[config.mk]
export PLATFORM = sky130hd
export DESIGN_NAME = mealy_stimulus_tx
export DESIGN_NICKNAME = d
export VERILOG_FILES = /design/src/rtl/mealy_stimulus_tx.sv
export SDC_FILE = /design/constraint.sdc
export NUM_CORES = 1
export LEC_CHECK = 0
export ABC_AREA = 0
export CAP_MARGIN = 5
export CORE_MARGIN = 3
export CORE_UTILIZATION = 60
export CTS_CLUSTER_SIZE = 40
export DETAILED_ROUTE_END_ITERATION = 10
export DONT_BUFFER_PORTS = 1
export GPL_TIMING_DRIVEN = 0
export PLACE_DENSITY = 0.88
export SYNTH_ARGS = -nofsm -noshare
export SYNTH_HDL_FRONTEND = slang
export SYNTH_SLANG_ARGS = --single-unit
[constraint.sdc]
create_clock -name clock -period 3.3 [get_ports clock]
set_input_delay 0.165 -clock clock [delete_from_list [all_inputs] [get_ports clock]]
set_output_delay 0.165 -clock clock [all_outputs]
set_load 0.01 [all_outputs]
[src/rtl/mealy_stimulus_tx.sv]
// Serial stimulus transmitter for the Mealy detector: shifts a loaded pattern out MSB-first, one bit per clock.
// Optional detector hit counter is enabled by defining MEALY_TX_HIT_COUNT_EN.
module mealy_stimulus_tx #(
    parameter int WIDTH = 16,
    parameter int LW    = 5,
    parameter int CW    = 8
) (
    input  logic             clock,
    input  logic             reset,
    input  logic             load,
    input  logic [WIDTH-1:0] pattern,
    input  logic [LW-1:0]    length,
    output logic             ready,
    output logic             x,
    output logic             x_valid,
    output logic             done,
    input  logic             z,
    output logic [CW-1:0]    hit_count,
    output logic             dbg_state
);

    typedef enum logic {
        IDLE  = 1'b0,
        SHIFT = 1'b1
    } state_t;

    localparam logic [LW-1:0] W_LEN = LW'(WIDTH);

    state_t           r_state;
    state_t           w_state_nxt;
    logic [WIDTH-1:0] r_shift;
    logic [WIDTH-1:0] w_shift_nxt;
    logic [LW-1:0]    r_rem;
    logic [LW-1:0]    w_rem_nxt;
    logic             r_x;
    logic             r_x_valid;
    logic             r_done;
    logic [LW-1:0]    w_len_eff;
    logic [WIDTH-1:0] w_aligned;
    logic             w_accept;

    // Handshake: a frame is accepted on any rising edge with load && ready; ready is
    // high in IDLE and on the last-bit cycle of a frame, so frames can chain without gaps.
    assign ready    = (r_state == IDLE) || (r_rem == LW'(1));
    assign w_accept = load && ready;

    always_comb begin
        w_len_eff = length;
        if ((length == '0) || (length > W_LEN)) begin
            w_len_eff = W_LEN;
        end
        // Left shift drops pattern bits above the active field.
        w_aligned = pattern << (W_LEN - w_len_eff);
    end

    always_comb begin
        w_state_nxt = r_state;
        w_shift_nxt = r_shift;
        w_rem_nxt   = r_rem;
        case (r_state)
            IDLE: begin
                if (w_accept) begin
                    w_state_nxt = SHIFT;
                    w_shift_nxt = w_aligned;
                    w_rem_nxt   = w_len_eff;
                end
            end
            SHIFT: begin
                if (w_accept) begin
                    w_shift_nxt = w_aligned;
                    w_rem_nxt   = w_len_eff;
                end else begin
                    w_shift_nxt = {r_shift[WIDTH-2:0], 1'b0};
                    w_rem_nxt   = r_rem - LW'(1);
                    if (r_rem == LW'(1)) begin
                        w_state_nxt = IDLE;
                    end
                end
            end
            default: begin
                w_state_nxt = IDLE;
            end
        endcase
    end

    always_ff @(posedge clock) begin
        if (reset) begin
            r_state   <= IDLE;
            r_shift   <= '0;
            r_rem     <= '0;
            r_x       <= 1'b0;
            r_x_valid <= 1'b0;
            r_done    <= 1'b0;
        end else begin
            r_state   <= w_state_nxt;
            r_shift   <= w_shift_nxt;
            r_rem     <= w_rem_nxt;
            r_x       <= (w_state_nxt == SHIFT) && w_shift_nxt[WIDTH-1];
            r_x_valid <= (w_state_nxt == SHIFT);
            r_done    <= (w_state_nxt == SHIFT) && (w_rem_nxt == LW'(1));
        end
    end

    assign x         = r_x;
    assign x_valid   = r_x_valid;
    assign done      = r_done;
    assign dbg_state = r_state;

`ifdef MEALY_TX_HIT_COUNT_EN
    logic [CW-1:0] r_hit_count;

    // Saturating; counts the detector output only while a frame bit is on x.
    always_ff @(posedge clock) begin
        if (reset) begin
            r_hit_count <= '0;
        end else if (r_x_valid && z && (r_hit_count != {CW{1'b1}})) begin
            r_hit_count <= r_hit_count + CW'(1);
        end
    end

    assign hit_count = r_hit_count;
`else
    logic w_unused_z;

    assign w_unused_z = z;
    assign hit_count  = '0;
`endif

endmodule

# After elaboration in Yosys (flattened, before gate mapping)
# Index checks and enable logic that the tools add are counted.
# Widths: inputs -> output; s select.
# classes
n_bitwise,1
addsub,2
eq_ne,3
muxes,11
order_cmp,1
n_reduce_logical,6
shift,1
# op_table
op,n
$mux 16,2
$pmux 16 s2,1
$shl 16x5->16,1
$mux 5,3
$eq 5x1->1 const B,2
$pmux 5 s2,1
$gt 5x5->1 const B,1
$logic_not 5->1,1
$sub 5x1->5 const B,1
$sub 5x5->5 const A,1
$logic_and 1x1->1,3
$mux 1,3
$logic_or 1x1->1,2
$ne 2x2->1 const B,1
$pmux 1 s2,1
$not 1->1,1
# totals
ff_bits,24
in_bits,25
output_inout_bits,13
wordCells,31

# Longest topological paths before layout
# depth
word_depth,8
depth_mapped,16
ltp_nobuf,12

# Least setup slack after synthesis
# OpenSTA, ideal clock, no wires.
# synth_path
path_kind,input -> register
from,input port length[2]
to,register r_shift[13]
stages,15
setup_slack_ns,0.238
required_ns,3.165
setup_ns,0.135
path_buffers,5
arrival_time_ns,2.927
cell_sequence,buf_4 nor4_2 inv_1 ha_1 buf_2 nor2b_1 buf_4 inv_2 ha_1 buf_2 xnor2_1 buf_2 mux4_2 a22oi_1 a221oi_2
# synth_via
elab_chain_len,7
word_cells_on_any_way,9
classes_between,add/sub (1); order compare (1); shift (1); mux (4); reduce/logical (2)
# synth_rtl
element,line,rtl
start: declaration,12,"input logic [LW-1:0] length,"
$gt 5x5->1 / $logic_not 5->1 (equally long branches),49,if ((length == '0) || (length > W_LEN)) begin
$logic_or 1x1->1,49,
$mux 5 (*),49,
$sub 5x5->5 (*),53,w_aligned = pattern << (W_LEN - w_len_eff);
$shl 16x5->16 (*),53,
"$mux 16, on equally long branches","69, 62",
$pmux 16 s2 (*),60,case (r_state)
end signal: assignment,96,r_shift <= w_shift_nxt;
end: declaration,31,logic [WIDTH-1:0] r_shift;
# Mark *: on every way between the ends. The rest lies on a longest branch, timed or not. The select of a mux whose other input is x is not followed.
# A chain may end at the register's enable or synchronous reset.

# Worst setup path in the final report
# Same ends and word-level chain as after synthesis.

==> impl_metrics.py <==
metrics = {
    "sta": {
        "final-hold-violation-count": 0,
        "setup_viol": 0,
        "period_minus_slack_ns": 3.06,
        "whs_ns": 0.0315,
        "setup_slack_ns": 0.240,
        "tightestPinTransition_ns": 0.833,
        "relSlewSlack_pct": 44.0,
        "finalSetupTns_ns": 0,
        "timing.final.crit_share_pct": 92.7,
        "rsz0062_at_grt": "no",
        "clock.fmax_ghz": 0.327,
        "drv_slew": 0,
        "clock_skew_ns": 0.00184,
    },
    "detailed_routing": {
        "first_pass_iters": 5,
        "antenna_left": 0,
        "post-route-drc-count": 0,
        "via_count": 1882,
        "viasPerCell": 6.05,
        "wl_per_cell_um": 15.9,
        "drt_iter0_drc": 146,
        "wirelength_um": 4950,
    },
    "logic_synthesis": {
        "synth_top_area_share_pct": 22.4,
        "synth_top_family_by_area": "compound AO/OA/AOI/OAI gates",
        "synth-xor-area-share_pct": 3.35,
        "synth-compound-area-share_pct": 22.6,
        "dominantRegCellSynth": "dfxtp_1",
        "synth_area_um2": 2050,
        "synth_cell_types": 60,
        "synth_seq_area_share_pct": 22.4,
        "synth_area_per_cell_um2": 8.08,
        "synth_warnings": 0,
        "ys_top_cells_by_area": "dfxtp_1 22%, mux2i_1 11%, nor2_1 5.3%",
        "synthAdderAreaFrac_pct": 2.44,
        "ys_ff_latch": 23,
        "synth-simple-area-share_pct": 22.6,
        "synthCells": 254,
        "synth-edff-count": 0,
        "yosysTopAreaCell": "dfxtp_1",
        "synth_mux_area_share_pct": 16.7,
        "async_reset_ff_share_pct": 0,
    },
    "floorplan": {
        "die_w_um": 64.5,
        "die_h_um": 64.5,
        "core_area_um2": 3150,
        "io_pins": 38,
        "initial_core_util_pct": 65.1,
        "die_area_um2": 4160,
        "row_count": 20,
    },
    "clocking": {
        "postCtsSetupBuffers": 0,
        "clk_path_buf_depth": 2,
        "htree_levels": 1,
        "path_clk_slew_ns": 0.12,
        "cts_tree": "yes",
        "clkSinkCount": 23,
        "clock_latency_ns": 0.32,
        "cts-root-buf": "clkbuf_4",
        "cts_made_buffers": 3,
    },
    "grt": {
        "antenna_found_initial": 0,
        "grt_pass1_wl_um": 8220,
        "grtUsageTotal_pct": 24.7,
        "grt_pass1_vias": 1768,
        "grt_max_degree": 13,
        "gr-total-overflow": 0,
    },
    "power_and_ir_drop": {
        "vdd_drop_max_mv": 0.167,
        "p_leak_uw": 0.000890,
        "powerDensity_nw_per_um2": 370,
        "p_total_uw": 827,
    },
    "hold_path": {
        "hold_class": "in -> reg",
    },
    "critical_path": {
        "critPathCaptureType": "flop",
        "crit_arrival_ns": 3.26,
        "critPathRequiredTime_ns": 3.50,
        "critPathMaxFanout": 10,
        "critical-path-slowest-cell": "mux4_2",
        "critPathLaunchType": "input pin",
        "cp_slowest_stage_delay_ns": 0.31,
        "path_cells": "buf_4, nor4_4, inv_1, ha_1, buf_2, nor2b_1, buf_4, inv_2, ha_1, clkbuf_4, xnor2_2, clkbuf_4, mux4_2, a22oi_1, a221oi_2",
        "crit_type": "in -> reg",
    },
    "place": {
        "routabilityCongestion": 0.903,
        "dp_hpwl_um": 3870,
        "place_area_um2": 2130,
        "portBuffers": 0,
        "dpl_worst_slack_ns": -0.286,
    },
    "cells_and_area": {
        "num-nets-final": 297,
        "layout_commonest_cell": "nor2_1",
        "fin_area_um2": 2230,
        "syn2layout_area_growth_pct": 8.84,
        "layout_common_cells": "29 x nor2_1, 27 x nand2_1, 23 x mux2i_1, 23 x dfxtp_1, 11 x buf_4",
        "diodes": 0,
        "drive_gt1_share_pct": 17.6,
    },
    "flow_run": {
        "drv_cap": 0,
    },
    "run_status": {
        "outcome": "finished, final reports clean",
    },
}
[flip-flops by register name (all words and copies together), names as in the netlist]
name     cells
done         1
r_rem        5
r_shift     15
x            1
x_valid      1
[what timing repair did]
action / 4_1_cts / 5_1_grt
resized for setup: 0 / 11
endpoints found under the hold margin: 2 / 0
hold buffers: 2 / 0
setup endpoints to repair: 0 / 11
[critical path, delay by kind of cell]
| family | cells | cell delay [ns] |
|---|---|---|
| buf+inv | 7 | 1.21 |
| xor+xnor | 1 | 0.27 |
| simple gates | 2 | 0.41 |
| fa+ha+maj | 2 | 0.48 |
| compound gates | 2 | 0.40 |
| mux | 1 | 0.31 |
[path summary, 6_finish.rpt]
path	endpoint	slack (ns)	cells past startpoint	start
max	r_shift[13]	0.24	15	length[2]
min	r_rem[3]	0.03	2	length[3]
max reg2reg	x	1.06	8	r_rem[1]
min reg2reg	x	0.48	2	r_shift[14]
[where the power goes]
| part | internal, uW | switching [uW] | leakage, uW |
|---|---|---|---|
| Sequential | 306 | 19.7 | 0.000190 |
| Combinational | 160 | 208 | 0.000686 |
| Clock | 47.4 | 85.9 | 0.0000150 |
[cells by family (layout without fill, tap and decap cells)]
family | after synthesis | after routing
AO/OA/AOI/OAI | 61 | 61
XOR/XNOR | 7 | 7
flip-flops | 23 | 23
buffers and inverters | 36 | 42
adder cells (fa/ha/maj) | 4 | 4
other | 1 | 8
multiplexers | 29 | 29
AND/OR/NAND/NOR | 93 | 93
[synthesized netlist by cell type (all sizes together), types with 2 or more instances]
cell,count
mux4,4
a211oi,9
xor2,5
nand3,7
o22ai,2
ha,4
nand2b,7
xnor2,2
a21oi,7
a22oi,2
o21bai,2
nor2b,3
o21a,4
nor3,9
o211ai,2
clkbuf,8
nand2,28
o31ai,2
o221ai,3
or3,2
o21ai,8
buf,18
dfxtp,23
inv,10
nor4b,2
nor2,30
mux2,2
mux2i,23
a31oi,4
a211o,3
[layer usage]
metal  vias up  share of wire (%)  track usage (%)
li1        927                  -                -
met1       870                 44             33.9
met2        78                 47             41.5
met3         7                7.4             2.60
met4         0                1.1             6.07
met5         -                  0                0
[stage by stage]
stage,cells,util [%]
after CTS,311,69.1
after detailed placement,305,67.7
after global placement,305,67.7
after global routing,311,70.8
after floorplan,261,-
final,311,70.8
[layout make-up]
type / count / area, um2
clock buffer: 4 / 26.3
buffer: 26 / 169
fill: 280 / 920
tap: 44 / 55.1
multi-input combinational: 202 / 1470
timing repair buffer: 2 / 20.0
sequential: 23 / 460
inverter: 10 / 37.5
(Power assumes the default switching activity.)
